**src/rtl/arb_pkg.sv**
```systemverilog
// Shared types and constants for the unified instruction/data memory arbiter.
package arb_pkg;

   typedef enum logic [1:0] {
      IDLE   = 2'd0,
      BUSY_I = 2'd1,
      BUSY_D = 2'd2,
      RESP   = 2'd3
   } arb_state_t;

   typedef enum logic {
      OWN_IF = 1'b0,
      OWN_DM = 1'b1
   } arb_owner_t;

   localparam logic [31:0] ARB_ABORT_DATA = 32'hDEADBEEF;
   localparam int unsigned STARVE_CNT_W   = 4;

endpackage

```
**src/rtl/arb_starve_cnt.sv**
```systemverilog
// Saturating count of consecutive data grants taken while a fetch was waiting.
module arb_starve_cnt
   import arb_pkg::*;
#(
   parameter int unsigned LIM = 3
) (
   input  logic clk,
   input  logic reset,
   input  logic inc,
   input  logic clr,
   output logic sat_c
);

   logic [STARVE_CNT_W-1:0] cnt_q;
   logic [STARVE_CNT_W-1:0] cnt_d;

   always_comb begin
      cnt_d = cnt_q;
      if (clr) begin
         cnt_d = '0;
      end else if (inc && (cnt_q != STARVE_CNT_W'(LIM))) begin
         cnt_d = cnt_q + STARVE_CNT_W'(1);
      end
   end

   always_ff @(posedge clk or negedge reset) begin
      if (!reset) begin
         cnt_q <= '0;
      end else begin
         cnt_q <= cnt_d;
      end
   end

   assign sat_c = (cnt_q == STARVE_CNT_W'(LIM));

endmodule

```
**src/rtl/unified_mem_arbiter.sv**
```systemverilog
// Arbitrates fetch and data requesters onto one single-ported memory.
// Optional ack timeout/abort is built when UNIFIED_MEM_ARBITER_TIMEOUT_EN is defined.
module unified_mem_arbiter
   import arb_pkg::*;
#(
   parameter int unsigned ADDR_W     = 32,
   parameter int unsigned DATA_W     = 32,
   parameter int unsigned STARVE_LIM = 3
`ifdef UNIFIED_MEM_ARBITER_TIMEOUT_EN
   ,
   parameter int unsigned TIMEOUT    = 16
`endif
) (
   input  logic              clk,
   input  logic              reset,
   input  logic              if_req,
   input  logic [ADDR_W-1:0] if_addr,
   output logic [DATA_W-1:0] if_rdata,
   output logic              if_ready,
   input  logic              dm_req,
   input  logic              dm_we,
   input  logic [ADDR_W-1:0] dm_addr,
   input  logic [DATA_W-1:0] dm_wdata,
   output logic [DATA_W-1:0] dm_rdata,
   output logic              dm_ready,
   output logic              if_stall,
   output logic              dm_stall,
   output logic              mem_req,
   output logic              mem_we,
   output logic [ADDR_W-1:0] mem_addr,
   output logic [DATA_W-1:0] mem_wdata,
   input  logic [DATA_W-1:0] mem_rdata,
   input  logic              mem_ack,
   output logic              arb_err
);

   arb_state_t        state_q,     state_d;
   logic              mem_req_q,   mem_req_d;
   logic              mem_we_q,    mem_we_d;
   logic [ADDR_W-1:0] mem_addr_q,  mem_addr_d;
   logic [DATA_W-1:0] mem_wdata_q, mem_wdata_d;
   logic [DATA_W-1:0] if_rdata_q,  if_rdata_d;
   logic [DATA_W-1:0] dm_rdata_q,  dm_rdata_d;
   logic              if_ready_q,  if_ready_d;
   logic              dm_ready_q,  dm_ready_d;
   logic              arb_err_q,   arb_err_d;

   arb_owner_t        own_c;
   logic              gnt_c;
   logic              fin_c;
   logic              abort_c;
   logic [DATA_W-1:0] fin_data_c;
   logic              starve_inc_c;
   logic              starve_clr_c;
   logic              starve_sat_c;

`ifdef UNIFIED_MEM_ARBITER_TIMEOUT_EN
   localparam int unsigned TMO_W = $clog2(TIMEOUT) + 1;
   logic [TMO_W-1:0] tmo_q, tmo_d;
`endif

   arb_starve_cnt #(
      .LIM   (STARVE_LIM)
   ) u_starve (
      .clk   (clk),
      .reset (reset),
      .inc   (starve_inc_c),
      .clr   (starve_clr_c),
      .sat_c (starve_sat_c)
   );

   // Grant selection: data normally wins, fetch wins once data has starved it.
   always_comb begin
      own_c = OWN_IF;
      gnt_c = 1'b0;
      if (dm_req && !(if_req && starve_sat_c)) begin
         own_c = OWN_DM;
         gnt_c = 1'b1;
      end else if (if_req) begin
         own_c = OWN_IF;
         gnt_c = 1'b1;
      end
   end

   // Transfer completion: memory ack, or an abort when the wait runs out.
   always_comb begin
      fin_c      = mem_ack;
      fin_data_c = mem_rdata;
      abort_c    = 1'b0;
`ifdef UNIFIED_MEM_ARBITER_TIMEOUT_EN
      if (!mem_ack && (tmo_q == TMO_W'(TIMEOUT - 1))) begin
         fin_c      = 1'b1;
         fin_data_c = DATA_W'(ARB_ABORT_DATA);
         abort_c    = 1'b1;
      end
`endif
   end

   always_comb begin
      state_d      = state_q;
      mem_req_d    = mem_req_q;
      mem_we_d     = mem_we_q;
      mem_addr_d   = mem_addr_q;
      mem_wdata_d  = mem_wdata_q;
      if_rdata_d   = if_rdata_q;
      dm_rdata_d   = dm_rdata_q;
      if_ready_d   = 1'b0;
      dm_ready_d   = 1'b0;
      arb_err_d    = 1'b0;
      starve_inc_c = 1'b0;
      starve_clr_c = 1'b0;
`ifdef UNIFIED_MEM_ARBITER_TIMEOUT_EN
      tmo_d        = tmo_q;
`endif
      unique case (state_q)
         IDLE: begin
            if (gnt_c) begin
               mem_req_d = 1'b1;
`ifdef UNIFIED_MEM_ARBITER_TIMEOUT_EN
               tmo_d     = '0;
`endif
               if (own_c == OWN_DM) begin
                  state_d      = BUSY_D;
                  mem_we_d     = dm_we;
                  mem_addr_d   = dm_addr;
                  mem_wdata_d  = dm_wdata;
                  starve_inc_c = if_req;
                  starve_clr_c = !if_req;
               end else begin
                  state_d      = BUSY_I;
                  mem_we_d     = 1'b0;
                  mem_addr_d   = if_addr;
                  mem_wdata_d  = '0;
                  starve_clr_c = 1'b1;
               end
            end
         end
         BUSY_I, BUSY_D: begin
`ifdef UNIFIED_MEM_ARBITER_TIMEOUT_EN
            tmo_d = tmo_q + TMO_W'(1);
`endif
            if (fin_c) begin
               mem_req_d = 1'b0;
               state_d   = RESP;
               arb_err_d = abort_c;
               if (state_q == BUSY_I) begin
                  if_rdata_d = fin_data_c;
                  if_ready_d = 1'b1;
               end else begin
                  dm_rdata_d = fin_data_c;
                  dm_ready_d = 1'b1;
               end
            end
         end
         RESP: begin
            state_d = IDLE;
         end
         default: begin
            state_d = IDLE;
         end
      endcase
   end

   always_ff @(posedge clk or negedge reset) begin
      if (!reset) begin
         state_q     <= IDLE;
         mem_req_q   <= 1'b0;
         mem_we_q    <= 1'b0;
         mem_addr_q  <= '0;
         mem_wdata_q <= '0;
         if_rdata_q  <= '0;
         dm_rdata_q  <= '0;
         if_ready_q  <= 1'b0;
         dm_ready_q  <= 1'b0;
         arb_err_q   <= 1'b0;
      end else begin
         state_q     <= state_d;
         mem_req_q   <= mem_req_d;
         mem_we_q    <= mem_we_d;
         mem_addr_q  <= mem_addr_d;
         mem_wdata_q <= mem_wdata_d;
         if_rdata_q  <= if_rdata_d;
         dm_rdata_q  <= dm_rdata_d;
         if_ready_q  <= if_ready_d;
         dm_ready_q  <= dm_ready_d;
         arb_err_q   <= arb_err_d;
      end
   end

`ifdef UNIFIED_MEM_ARBITER_TIMEOUT_EN
   always_ff @(posedge clk or negedge reset) begin
      if (!reset) begin
         tmo_q <= '0;
      end else begin
         tmo_q <= tmo_d;
      end
   end

   assign arb_err = arb_err_q;
`else
   assign arb_err = 1'b0;
`endif

   assign mem_req   = mem_req_q;
   assign mem_we    = mem_we_q;
   assign mem_addr  = mem_addr_q;
   assign mem_wdata = mem_wdata_q;
   assign if_rdata  = if_rdata_q;
   assign dm_rdata  = dm_rdata_q;
   assign if_ready  = if_ready_q;
   assign dm_ready  = dm_ready_q;

   // Stalls are combinational so the hazard unit sees them in the request cycle.
   assign if_stall  = if_req & ~if_ready_q;
   assign dm_stall  = dm_req & ~dm_ready_q;

endmodule

```
**config.mk**
```make
export PLATFORM = sky130hd
export DESIGN_NAME = unified_mem_arbiter
export DESIGN_NICKNAME = d
export VERILOG_FILES = /design/src/rtl/arb_pkg.sv /design/src/rtl/arb_starve_cnt.sv /design/src/rtl/unified_mem_arbiter.sv
export SDC_FILE = /design/constraint.sdc
export NUM_CORES = 1
export LEC_CHECK = 0
export CAP_MARGIN = 40
export CORE_AREA = 2 2 106 108
export DETAILED_ROUTE_END_ITERATION = 10
export DIE_AREA = 0 0 108 110
export DONT_BUFFER_PORTS = 1
export PLACE_DENSITY = 0.66
export RECOVER_POWER = 25
export SLEW_MARGIN = 0
export SYNTH_ARGS = -nofsm -noshare
export SYNTH_HDL_FRONTEND = slang
export SYNTH_SLANG_ARGS = --single-unit
```
**constraint.sdc**
```tcl
create_clock -name clk -period 5 [get_ports clk]
set_clock_uncertainty 0.2 [all_clocks]
set_input_delay 1 -clock clk [delete_from_list [all_inputs] [get_ports clk]]
set_output_delay 1 -clock clk [all_outputs]
set_load 0.02 [all_outputs]
```
==> impl_metrics.env, run 1 <==
export IMPL_status="finished clean"
export IMPL_synth_top_family_by_area="compound AO/OA/AOI/OAI gates"
export IMPL_dr_pass1_iters=5
export IMPL_detail_route_wl_per_cell_um=21.2
export IMPL_grt_max_degree=139
export IMPL_synth_xor_area_share_pct=0
export IMPL_die_area_um2=11900
export IMPL_tightest_slew_ps=693
export IMPL_fmax_mhz=307
export IMPL_use_met3_pct=10.5
export IMPL_antenna_found_initial=0
export IMPL_relSlewSlack_pct=53.8
export IMPL_num_rows=38
export IMPL_gp_congestion=0.765
export IMPL_async_flop_share_pct=100
export IMPL_ir_drop_uv=372
export IMPL_post_dp_hpwl_mm=9.31
export IMPL_critPathMaxStageDelay_ps=450
export IMPL_ys_ff_latch=138
export IMPL_cts_sinks=138
export IMPL_drive_above_1_share_pct=20.9
export IMPL_cellLeakagePower_nw=2.71
export IMPL_final_hold_viol_count=0
export IMPL_layout_nets=643
export IMPL_period_needed_ps=3260
export IMPL_grt_overflow=0
export IMPL_multiInputGateArea_um2=2080
export IMPL_first_global_vias=3985
export IMPL_critPathSlowestCell="nand2b_2"
export IMPL_fp_dieH_um=110
export IMPL_seq_area_frac_synth_pct=60.0
export IMPL_dpl_cell_area_um2=5790
export IMPL_start_util_pct=53.8
export IMPL_dp_cells=624
export IMPL_vias_per_cell=6.02
export IMPL_met1_usage_pct=24.8
export IMPL_cpLargestDelayFamily="simple AND/OR/NAND/NOR gates"
export IMPL_fin_area_um2=6370
export IMPL_synth_warnings=0
export IMPL_clk_insertion_delay_late_ps=510
export IMPL_cp_start_kind="register"
export IMPL_diodes=0
export IMPL_ios=269
export IMPL_period_share_pct=65.2
export IMPL_maxCapViolCount=0
export IMPL_cts_root_buf="clkbuf_8"
export IMPL_power_density_nw_per_um2=796
export IMPL_dp_slack_ps=1410
export IMPL_setup_ws_ps=1740
export IMPL_core_um2=10700
export IMPL_wirelength_mm=13.9
export IMPL_numCtsBuffers=17
export IMPL_ys_types=33
export IMPL_htree_levels=4
export IMPL_setup_viol=0
export IMPL_cp_max_fo=40
export IMPL_synth_area_um2=5750
export IMPL_slew_violations=0
export IMPL_clk_path_buf_depth=2
export IMPL_rsz0062_at_grt="false"
export IMPL_area_growth_pct=10.7
export IMPL_synth_ff_type="dfrtp_1"
export IMPL_yosys_area_share_simple_pct=8.92
export IMPL_gr_usage_all_layers_pct=22.5
export IMPL_hold_class="in2async"
export IMPL_vias=3947
export IMPL_synth_edf_count=0
export IMPL_syn_inst=517
export IMPL_use_met2_pct=38.3
export IMPL_instances_no_fill=656
export IMPL_final_seq_area_um2=3450
export IMPL_clk_pin_slew_worst_paths_ps=60
export IMPL_path_class="reg2reg"
export IMPL_crit_chain="ha_1 > nand4bb_1 > buf_4 > nand2_2 > ha_1 > nand2b_2 > buf_12 > a31oi_1 > a21oi_1"
export IMPL_portBuffers=0
export IMPL_top_usage_layer="met2"
export IMPL_crit_required_ps=5190
export IMPL_synth_compound_gate_area_share_pct=13.1
export IMPL_synth_mux_area_share_pct=12.9
export IMPL_cts_tree="built"
export IMPL_fillers=913
export IMPL_die_w_um=108
export IMPL_post_route_drc_count=0
export IMPL_critPathArrivalTime_ps=3450
export IMPL_grt_pass1_wl_mm=20.6
export IMPL_tns_ps=0
export IMPL_cts_setup_buffers=0
export IMPL_drtIter0Drc=439
export IMPL_synthAdderAreaFrac_pct=1.09
export IMPL_cp_end_kind="register"
export IMPL_path_buf_inv=2
export IMPL_drtAntennaViolNets=0
export IMPL_synth_area_per_cell_um2=11.1
export IMPL_synth_nets=656
export IMPL_cpMostUsedCell="ha_1"
-- cells in the mapped netlist, drive strengths merged (2+ instances only) --
| master | instances | share of area, % |
|---|---|---|
| nand2 | 73 | 4.8 |
| a21oi | 34 | 3.0 |
| nand3 | 3 | 0.35 |
| nand3b | 2 | 0.26 |
| dfrtp | 138 | 60 |
| o22ai | 2 | 0.22 |
| buf | 28 | 2.8 |
| mux2 | 65 | 13 |
| a31oi | 32 | 3.5 |
| or3 | 2 | 0.22 |
| clkbuf | 10 | 0.67 |
| inv | 7 | 0.46 |
| ha | 5 | 1.1 |
| nor2 | 35 | 2.3 |
| o21ai | 69 | 6.0 |
-- cell families (layout without fill, tap and decap cells) --
logic type / Yosys count / after routing
AO/OA/AOI/OAI: 140 / 140
flip-flops: 138 / 138
AND/OR/NAND/NOR: 122 / 122
multiplexers: 66 / 66
buffers and inverters: 45 / 44
adder cells (fa/ha/maj): 5 / 5
other: 1 / 1
-- metal layers --
| metal | routed length [um] | up-vias | part of all wire (%) |
|---|---|---|---|
| met2 | 7230 | 192 | 52 |
| met5 | 0 | - | 0 |
| li1 | - | 1770 | - |
| met4 | 198 | 0 | 1.4 |
| met1 | 4940 | 1970 | 36 |
| met3 | 1540 | 15 | 11 |
-- layout by cell type, fill, tap and decap left out, drive strengths merged, types with 2 or more instances in the layout --
| master | synthesis | routed |
|---|---|---|
| nor2 | 35 | 35 |
| o22ai | 2 | 2 |
| a31oi | 32 | 32 |
| buf | 28 | 6 |
| clkinvlp | 0 | 6 |
| ha | 5 | 5 |
| inv | 7 | 10 |
| mux2 | 65 | 65 |
| nand3 | 3 | 3 |
| nand3b | 2 | 2 |
| clkbuf | 10 | 18 |
| nand2 | 73 | 73 |
| o21ai | 69 | 69 |
| or3 | 2 | 2 |
| clkinv | 0 | 3 |
| dfrtp | 138 | 138 |
| a21oi | 34 | 34 |
-- per-stage QoR --
step                hold slack [ps]  power (mW)  utilization (%)
floorplan                       279        3.60                -
global placement                289        3.82             53.8
detailed placement              303        3.93             54.2
CTS                             289        5.12             59.5
global route                    302        5.36             59.5
finish                          251        5.07             59.5
-- final timing paths --
path	to	startpoint	slack, ps	depth (start not counted)
min in group clk	state_q[1]	state_q[1]	320	1
max in group asynchronous	if_rdata[4]	reset	3800	1
worst min register to register	state_q[1]	state_q[1]	320	1
worst max register to register	mem_addr[14]	u_starve.cnt_q[0]	1740	9
worst min-delay path	mem_wdata[19]	reset	250	1
worst max-delay path	mem_addr[14]	u_starve.cnt_q[0]	1740	9
-- final cells by class --
cell class	count	area share, %
clock inverters	13	1.89
well taps	140	2.75
inverters	7	0.412
multi-input cells	334	32.6
flip-flops and latches	138	54.2
repair buffers	6	1.41
clock buffers	18	6.72
-- sequential cells by signal (all words and copies together) (netlist names) --
register        count
mem_we              1
mem_req             1
if_rdata           32
dm_ready            1
if_ready            1
state_q             2
u_starve.cnt_q      4
dm_rdata           32
mem_addr           32
mem_wdata          32
-- repair_timing --
| action | in CTS | in global routing |
|---|---|---|
| endpoints found under the setup margin | 0 | 0 |
| hold buffers | 1 | 0 |
| endpoints found under the hold margin | 138 | 0 |
| gates resized for setup | 0 | 0 |
-- power by group --
group	switching (mW)	internal, mW	leakage (nW)
combinational	0.586	0.559	0.794
clock	0.476	0.672	0.252
sequential	1.10	1.68	1.66
No activity file was read; power rests on OpenSTA's default activity.
==> run 2, diff against run 1 <==
Settings changed: CORE_AREA 2 2 106 108 to 2 2 104 106, DIE_AREA 0 0 108 110 to 0 0 106 108, PLACE_DENSITY 0.66 to 0.71.
Clock period 5 ns to 2.9 ns, I/O delays scaled along.
==> run 2 against run 1 <==
  * Sequential power up 74%
  * Final area rose by 11%
  * Hold slack worse by 690 ps
  * Critical path type unchanged
  * The flow now finishes with violations (negative hold slack)
  * Cell count is 11% higher
==> impl_metrics.env, run 2 (same netlist as run 1, synthesis figures left out) <==
export IMPL_status="finished with violations"
export IMPL_failed_checks="negative hold slack"
export IMPL_core_um2=10200
export IMPL_maxCapViolCount=0
export IMPL_combPwrFrac_pct=22.8
export IMPL_cts_root_buf="clkbuf_8"
export IMPL_wirelength_mm=15.5
export IMPL_grt_max_degree=139
export IMPL_cts_repair_resized=0
export IMPL_fin_area_um2=7070
export IMPL_slew_violations=0
export IMPL_clkPwrFrac_pct=23.3
export IMPL_drive_above_1_share_pct=18.7
export IMPL_detail_route_wl_per_cell_um=21.3
export IMPL_instances_no_fill=726
export IMPL_layout_nets=714
export IMPL_vias=4363
export IMPL_start_util_pct=56.2
export IMPL_vias_per_cell=6.01
export IMPL_relSlewSlack_pct=55.4
export IMPL_cpLargestDelayFamily="simple AND/OR/NAND/NOR gates"
export IMPL_swShare_pct=42.6
export IMPL_gr_usage_all_layers_pct=27.1
export IMPL_final_common_cell="dfrtp_1"
export IMPL_use_met2_pct=46.8
export IMPL_ff2ff_setup_slack_ps=460
export IMPL_cp_max_fo=51
export IMPL_drtAntennaViolNets=0
export IMPL_grt_overflow=0
export IMPL_clk_insertion_delay_late_ps=510
export IMPL_fmax_mhz=411
export IMPL_power_density_nw_per_um2=1270
export IMPL_hold_class="in2async"
export IMPL_cp_start_kind="register"
export IMPL_dpl_cell_area_um2=5800
export IMPL_fp_dieH_um=108
export IMPL_dp_cells=623
export IMPL_tightest_slew_ps=669
export IMPL_gp_congestion=0.852
export IMPL_area_growth_pct=22.9
export IMPL_fillers=703
export IMPL_period_share_pct=84.0
export IMPL_first_global_vias=4492
export IMPL_period_needed_ps=2440
export IMPL_post_dp_hpwl_mm=9.67
export IMPL_fin_hold_ws_ps=-443
export IMPL_die_area_um2=11400
export IMPL_cpMostUsedCell="ha_1"
export IMPL_htree_levels=4
export IMPL_seqPwrFrac_pct=53.9
export IMPL_antenna_found_initial=1
export IMPL_numCtsBuffers=17
export IMPL_p_int_mw=5.16
export IMPL_switchingPower_mw=3.83
export IMPL_top_usage_layer="met2"
export IMPL_cts_tree="built"
export IMPL_rsz0062_at_grt="false"
export IMPL_num_rows=37
export IMPL_met1_usage_pct=29.8
export IMPL_multiInputGateArea_um2=2080
export IMPL_cellLeakagePower_nw=3.02
export IMPL_clk_pin_slew_worst_paths_ps=60
export IMPL_final_hold_viol_count=138
export IMPL_critPathMaxStageDelay_ps=440
export IMPL_use_met3_pct=12.1
export IMPL_cp_end_kind="register"
export IMPL_dr_pass1_iters=5
export IMPL_critPathSlowestCell="and2b_2"
export IMPL_path_buf_inv=1
export IMPL_critPathArrivalTime_ps=2640
export IMPL_grt_pass1_wl_mm=23.7
export IMPL_tns_ps=0
export IMPL_crit_required_ps=3110
export IMPL_path_class="reg2reg"
export IMPL_ios=269
export IMPL_setup_viol=0
export IMPL_clk_path_buf_depth=2
export IMPL_drtIter0Drc=394
export IMPL_crit_chain="ha_1 > nand4bb_1 > nand2_2 > ha_1 > and2b_2 > buf_12 > nand2_1 > o21ai_0"
export IMPL_cts_sinks=138
export IMPL_final_seq_area_um2=3450
export IMPL_ir_drop_uv=723
export IMPL_portBuffers=0
export IMPL_die_w_um=106
export IMPL_post_route_drc_count=0
export IMPL_cts_setup_buffers=0
export IMPL_layout_common_cells="dfrtp_1 (138), nand2_1 (72), dlygate4sd3_1 (69), mux2_2 (65), o21ai_0 (56)"
run 2: cell types whose count changed in the layout (fill, tap and decap cells not counted), moves of 2 or more:
cell,change
buf_4,+4
inv_6,+4
diode_2,+2
dlygate4sd3_1,+69
clkinvlp_4,-4
run 2: power groups by stage:
stage | clock, mW | combinational [mW] | sequential (mW)
after floorplan | 0 | 1.66 | 4.55
after global placement | 0 | 1.83 | 4.84
after detailed placement | 0 | 1.94 | 4.86
after CTS | 2.13 | 2.03 | 4.84
after global routing | 2.24 | 2.29 | 4.94
final | 2.09 | 2.04 | 4.85
run 2: path summary, 6_finish.rpt:
path                              startpoint           end  depth (start not counted)
min in group clk                 if_addr[27]  mem_addr[27]                          2
hold reg to reg                   state_q[1]    state_q[1]                          1
hold / removal                         reset  dm_rdata[30]                          0
setup / recovery           u_starve.cnt_q[0]  mem_wdata[3]                          8
setup reg to reg           u_starve.cnt_q[0]  mem_wdata[3]                          8
max in group asynchronous              reset  mem_addr[26]                          0
run 2: layout make-up:
| class | instances | share of cell area, % |
|---|---|---|
| Clock buffer | 18 | 5.91 |
| Multi-Input combinational cell | 334 | 29.4 |
| Sequential cell | 138 | 48.8 |
| Inverter | 7 | 0.372 |
| Antenna cell | 2 | 0.0708 |
| Clock inverter | 14 | 2.25 |
| Timing Repair Buffer | 77 | 10.8 |
| Tap cell | 136 | 2.41 |
run 2: routing by layer:
| layer | wire, um | share of wire, % |
|---|---|---|
| met2 | 8030 | 52 |
| met1 | 5530 | 36 |
| met4 | 250 | 1.6 |
| met3 | 1670 | 11 |
| met5 | 0 | 0 |
run 2: per-stage QoR:
| stage | util, % | setup WS (ps) | hold WS, ps | total power [mW] |
|---|---|---|---|---|
| 2_1_floorplan | - | 664 | 84.4 | 6.21 |
| 3_3_place_gp | 56.7 | 703 | 86.7 | 6.67 |
| 3_5_place_dp | 56.7 | 560 | 86.2 | 6.80 |
| 4_1_cts | 68.7 | 483 | -468 | 8.99 |
| 5_1_grt | 69.1 | 344 | -479 | 9.47 |
| 6_report | 69.1 | 465 | -443 | 8.99 |
run 2: what timing repair did:
item / CTS / global route
hold buffers: 65 / 4
hold endpoints to repair: 230 / 142
endpoints found under the setup margin: 0 / 0
==> run 3, diff against run 2 <==
Clock period 2.9 ns to 2.1 ns, I/O delays scaled along.
==> run 3 against run 2 <==
  * The run now fails in clock tree synthesis
  * Synthesized cell count stayed put
  * Area after synthesis stayed put
==> impl_metrics.env, run 3 <==
export IMPL_ys_ff_latch=138
export IMPL_clk_path_buf_depth=2
export IMPL_yosysTopAreaCellShare_pct=60.0
export IMPL_gp_congestion=0.801
export IMPL_status="did not finish"
export IMPL_ys_top_cells_by_count="dfrtp_1 (138), nand2_1 (72), mux2_2 (65)"
export IMPL_synth_edf_count=0
export IMPL_portBuffers=0
export IMPL_synth_area_leaders="dfrtp_1 (60%), mux2_2 (13%), o21ai_0 (4.9%), nand2_1 (4.7%), a31oi_1 (3.5%)"
export IMPL_dp_cells=623
export IMPL_yosysMostFrequentCell="dfrtp_1"
export IMPL_synth_warnings=0
export IMPL_cts_sinks=138
export IMPL_synth_area_um2=5750
export IMPL_synth_area_per_cell_um2=11.1
export IMPL_die_w_um=106
export IMPL_async_flop_share_pct=100
export IMPL_htree_levels=4
export IMPL_error="[ERROR RSZ-0060] Max buffer count reached."
export IMPL_synth_largest_area_cell="dfrtp_1"
export IMPL_start_util_pct=56.2
export IMPL_seq_area_frac_synth_pct=60.0
export IMPL_cts_hold_buf=132
export IMPL_ys_types=33
export IMPL_synth_ff_type="dfrtp_1"
export IMPL_fp_dieH_um=108
export IMPL_ios=269
export IMPL_cts_setup_buffers=0
export IMPL_num_rows=37
export IMPL_dp_slack_ps=22.1
export IMPL_post_dp_hpwl_mm=9.19
export IMPL_numCtsBuffers=17
export IMPL_synth_nets=656
export IMPL_cts_repair_resized=0
export IMPL_lastStage="clock tree synthesis"
export IMPL_cts_root_buf="clkbuf_8"
export IMPL_syn_inst=517
## run 3: cell counts after synthesis
Identical to the previous run, type by type.
## run 3: cells by family after synthesis
group	count (synthesis)	synth area share (%)
AOI/OAI and AO/OA	140	13.1
muxes	66	12.9
other	1	0.0652
buffers and inverters	45	3.92
DFF	138	60.0
adders and majority gates	5	1.09
and+or+nand+nor	122	8.92
## run 3: per-stage QoR
step / instance area, um2 / hold slack [ps]
after detailed placement: 5860 / -74.0
after global placement: 5860 / -73.1
after floorplan: 5790 / -75.6
==> run 4, diff against run 3 <==
Settings changed: CORE_AREA 2 2 104 106 to default, CORE_UTILIZATION from default to 40, DIE_AREA 0 0 106 108 to default, PLACE_DENSITY 0.71 to default, PLACE_DENSITY_LB_ADDON from default to 0.15.
Clock period 2.1 ns to 2.7 ns, I/O delays scaled along.
==> run 4 against run 3 <==
  * The flow now finishes, with violations (negative hold slack)
==> impl_metrics.env, run 4 (same netlist as run 1, synthesis figures left out) <==
export IMPL_status="finished with violations"
export IMPL_failed_checks="negative hold slack"
export IMPL_power_mw=9.68
export IMPL_cp_start_kind="register"
export IMPL_wirelength_mm=14.1
export IMPL_post_route_drc_count=0
export IMPL_setup_ws_ps=371
export IMPL_vias=3963
export IMPL_reg2regPathDepth=8
export IMPL_start_util_pct=41.3
export IMPL_cts_setup_buffers=0
export IMPL_ir_drop_uv=748
export IMPL_dr_pass1_iters=4
export IMPL_detail_route_wl_per_cell_um=20.2
export IMPL_layout_common_cells="dfrtp_1 (138), nand2_1 (72), mux2_2 (65), o21ai_0 (56), nor2_1 (35)"
export IMPL_post_dp_hpwl_mm=9.56
export IMPL_fin_hold_ws_ps=-370
export IMPL_antenna_found_initial=0
export IMPL_dp_slack_ps=392
export IMPL_slew_violations=0
export IMPL_cp_startpoint="u_starve.cnt_q[0]"
export IMPL_period_needed_ps=2330
export IMPL_area_growth_pct=12.8
export IMPL_vias_per_cell=5.67
export IMPL_clk_pin_slew_worst_paths_ps=60
export IMPL_maxCapViolCount=0
export IMPL_drtAntennaViolNets=0
export IMPL_first_global_vias=4208
export IMPL_cp_max_fo=19
export IMPL_num_rows=43
export IMPL_rr_startpoint="u_starve.cnt_q[0]"
export IMPL_relSlewSlack_pct=57.3
export IMPL_dpl_cell_area_um2=5840
export IMPL_utilization_pct=46.6
export IMPL_gp_congestion=0.778
export IMPL_core_um2=13900
export IMPL_cts_tree="built"
export IMPL_rsz0062_at_grt="false"
export IMPL_clk_insertion_delay_late_ps=400
export IMPL_cts_repair_resized=0
export IMPL_cts_sinks=138
export IMPL_final_hold_viol_count=138
export IMPL_period_share_pct=86.2
export IMPL_rr_endpoint="mem_addr[1]"
export IMPL_ios=269
export IMPL_tightest_slew_ps=640
export IMPL_cellLeakagePower_nw=2.75
export IMPL_die_w_um=122
export IMPL_portBuffers=0
export IMPL_cts_root_buf="clkbuf_16"
export IMPL_drive_above_1_share_pct=21.2
export IMPL_numCtsBuffers=17
export IMPL_critPathArrivalTime_ps=2410
export IMPL_layout_nets=645
export IMPL_final_common_cell="dfrtp_1"
export IMPL_fin_area_um2=6490
export IMPL_hold_class="in2async"
export IMPL_setup_viol=0
export IMPL_path_class="reg2reg"
export IMPL_fmax_mhz=429
export IMPL_ff2ff_setup_slack_ps=370
export IMPL_fp_dieH_um=122
export IMPL_grt_pass1_wl_mm=21.7
export IMPL_cp_end_kind="register"
export IMPL_grt_max_degree=139
export IMPL_die_area_um2=14900
export IMPL_gr_usage_all_layers_pct=19.2
export IMPL_power_density_nw_per_um2=1490
export IMPL_htree_levels=4
export IMPL_endpoint="mem_addr[1]"
export IMPL_grt_overflow=0
export IMPL_crit_required_ps=2780
export IMPL_tns_ps=0
export IMPL_drtIter0Drc=214
export IMPL_diodes=0
export IMPL_clk_path_buf_depth=2
[run 4: metal layers]
metal,up-vias,wire (um),GRT usage [%]
met1,1955,5170,21.0
met5,-,0,0
li1,1768,-,-
met4,0,331,8.87
met3,25,1710,8.24
met2,215,6910,32.0
[run 4: final cells by class]
class / instances / area [um2]
flip-flops and latches: 138 / 3450
clock buffers: 22 / 484
inverters: 7 / 26.3
repair buffers: 8 / 60.1
multi-input cells: 334 / 2080
well taps: 180 / 225
clock inverters: 10 / 164
fillers: 1307 / 7440
[run 4: how the worst min path moves through the flow]
| stage | depth (start not counted) | slack [ps] | to | start |
|---|---|---|---|---|
| after floorplan | 0 | 40 | dm_rdata[0] | reset |
| after global placement | 0 | 50 | mem_wdata[17] | reset |
| after detailed placement | 0 | 50 | mem_wdata[17] | reset |
| final | 0 | -370 | mem_wdata[17] | reset |
| after global routing | 0 | -400 | mem_wdata[25] | reset |
| after CTS | 0 | -390 | mem_wdata[17] | reset |
[run 4: through the flow]
step                std cells  hold slack, ps
global placement          667            46.9
finish                    699            -370
detailed placement        667            47.1
CTS                       699            -394
global route              699            -400
floorplan                 517            44.4
[run 4: worst max-delay path, stage by stage, from the launching register on]
cell       delay (ps)
dfrtp_1           400
ha_1              250
nand4bb_1         150
nand2_2            80
ha_1              200
nand2b_2          360
buf_4             300
a31oi_1           170
a21oi_1            90
[run 4: where the power goes]
group	leakage, nW	internal, mW	switching (mW)	total [mW]
clock	0.305	1.64	0.832	2.48
combinational	0.787	1.02	1.05	2.06
sequential	1.66	3.11	2.03	5.14
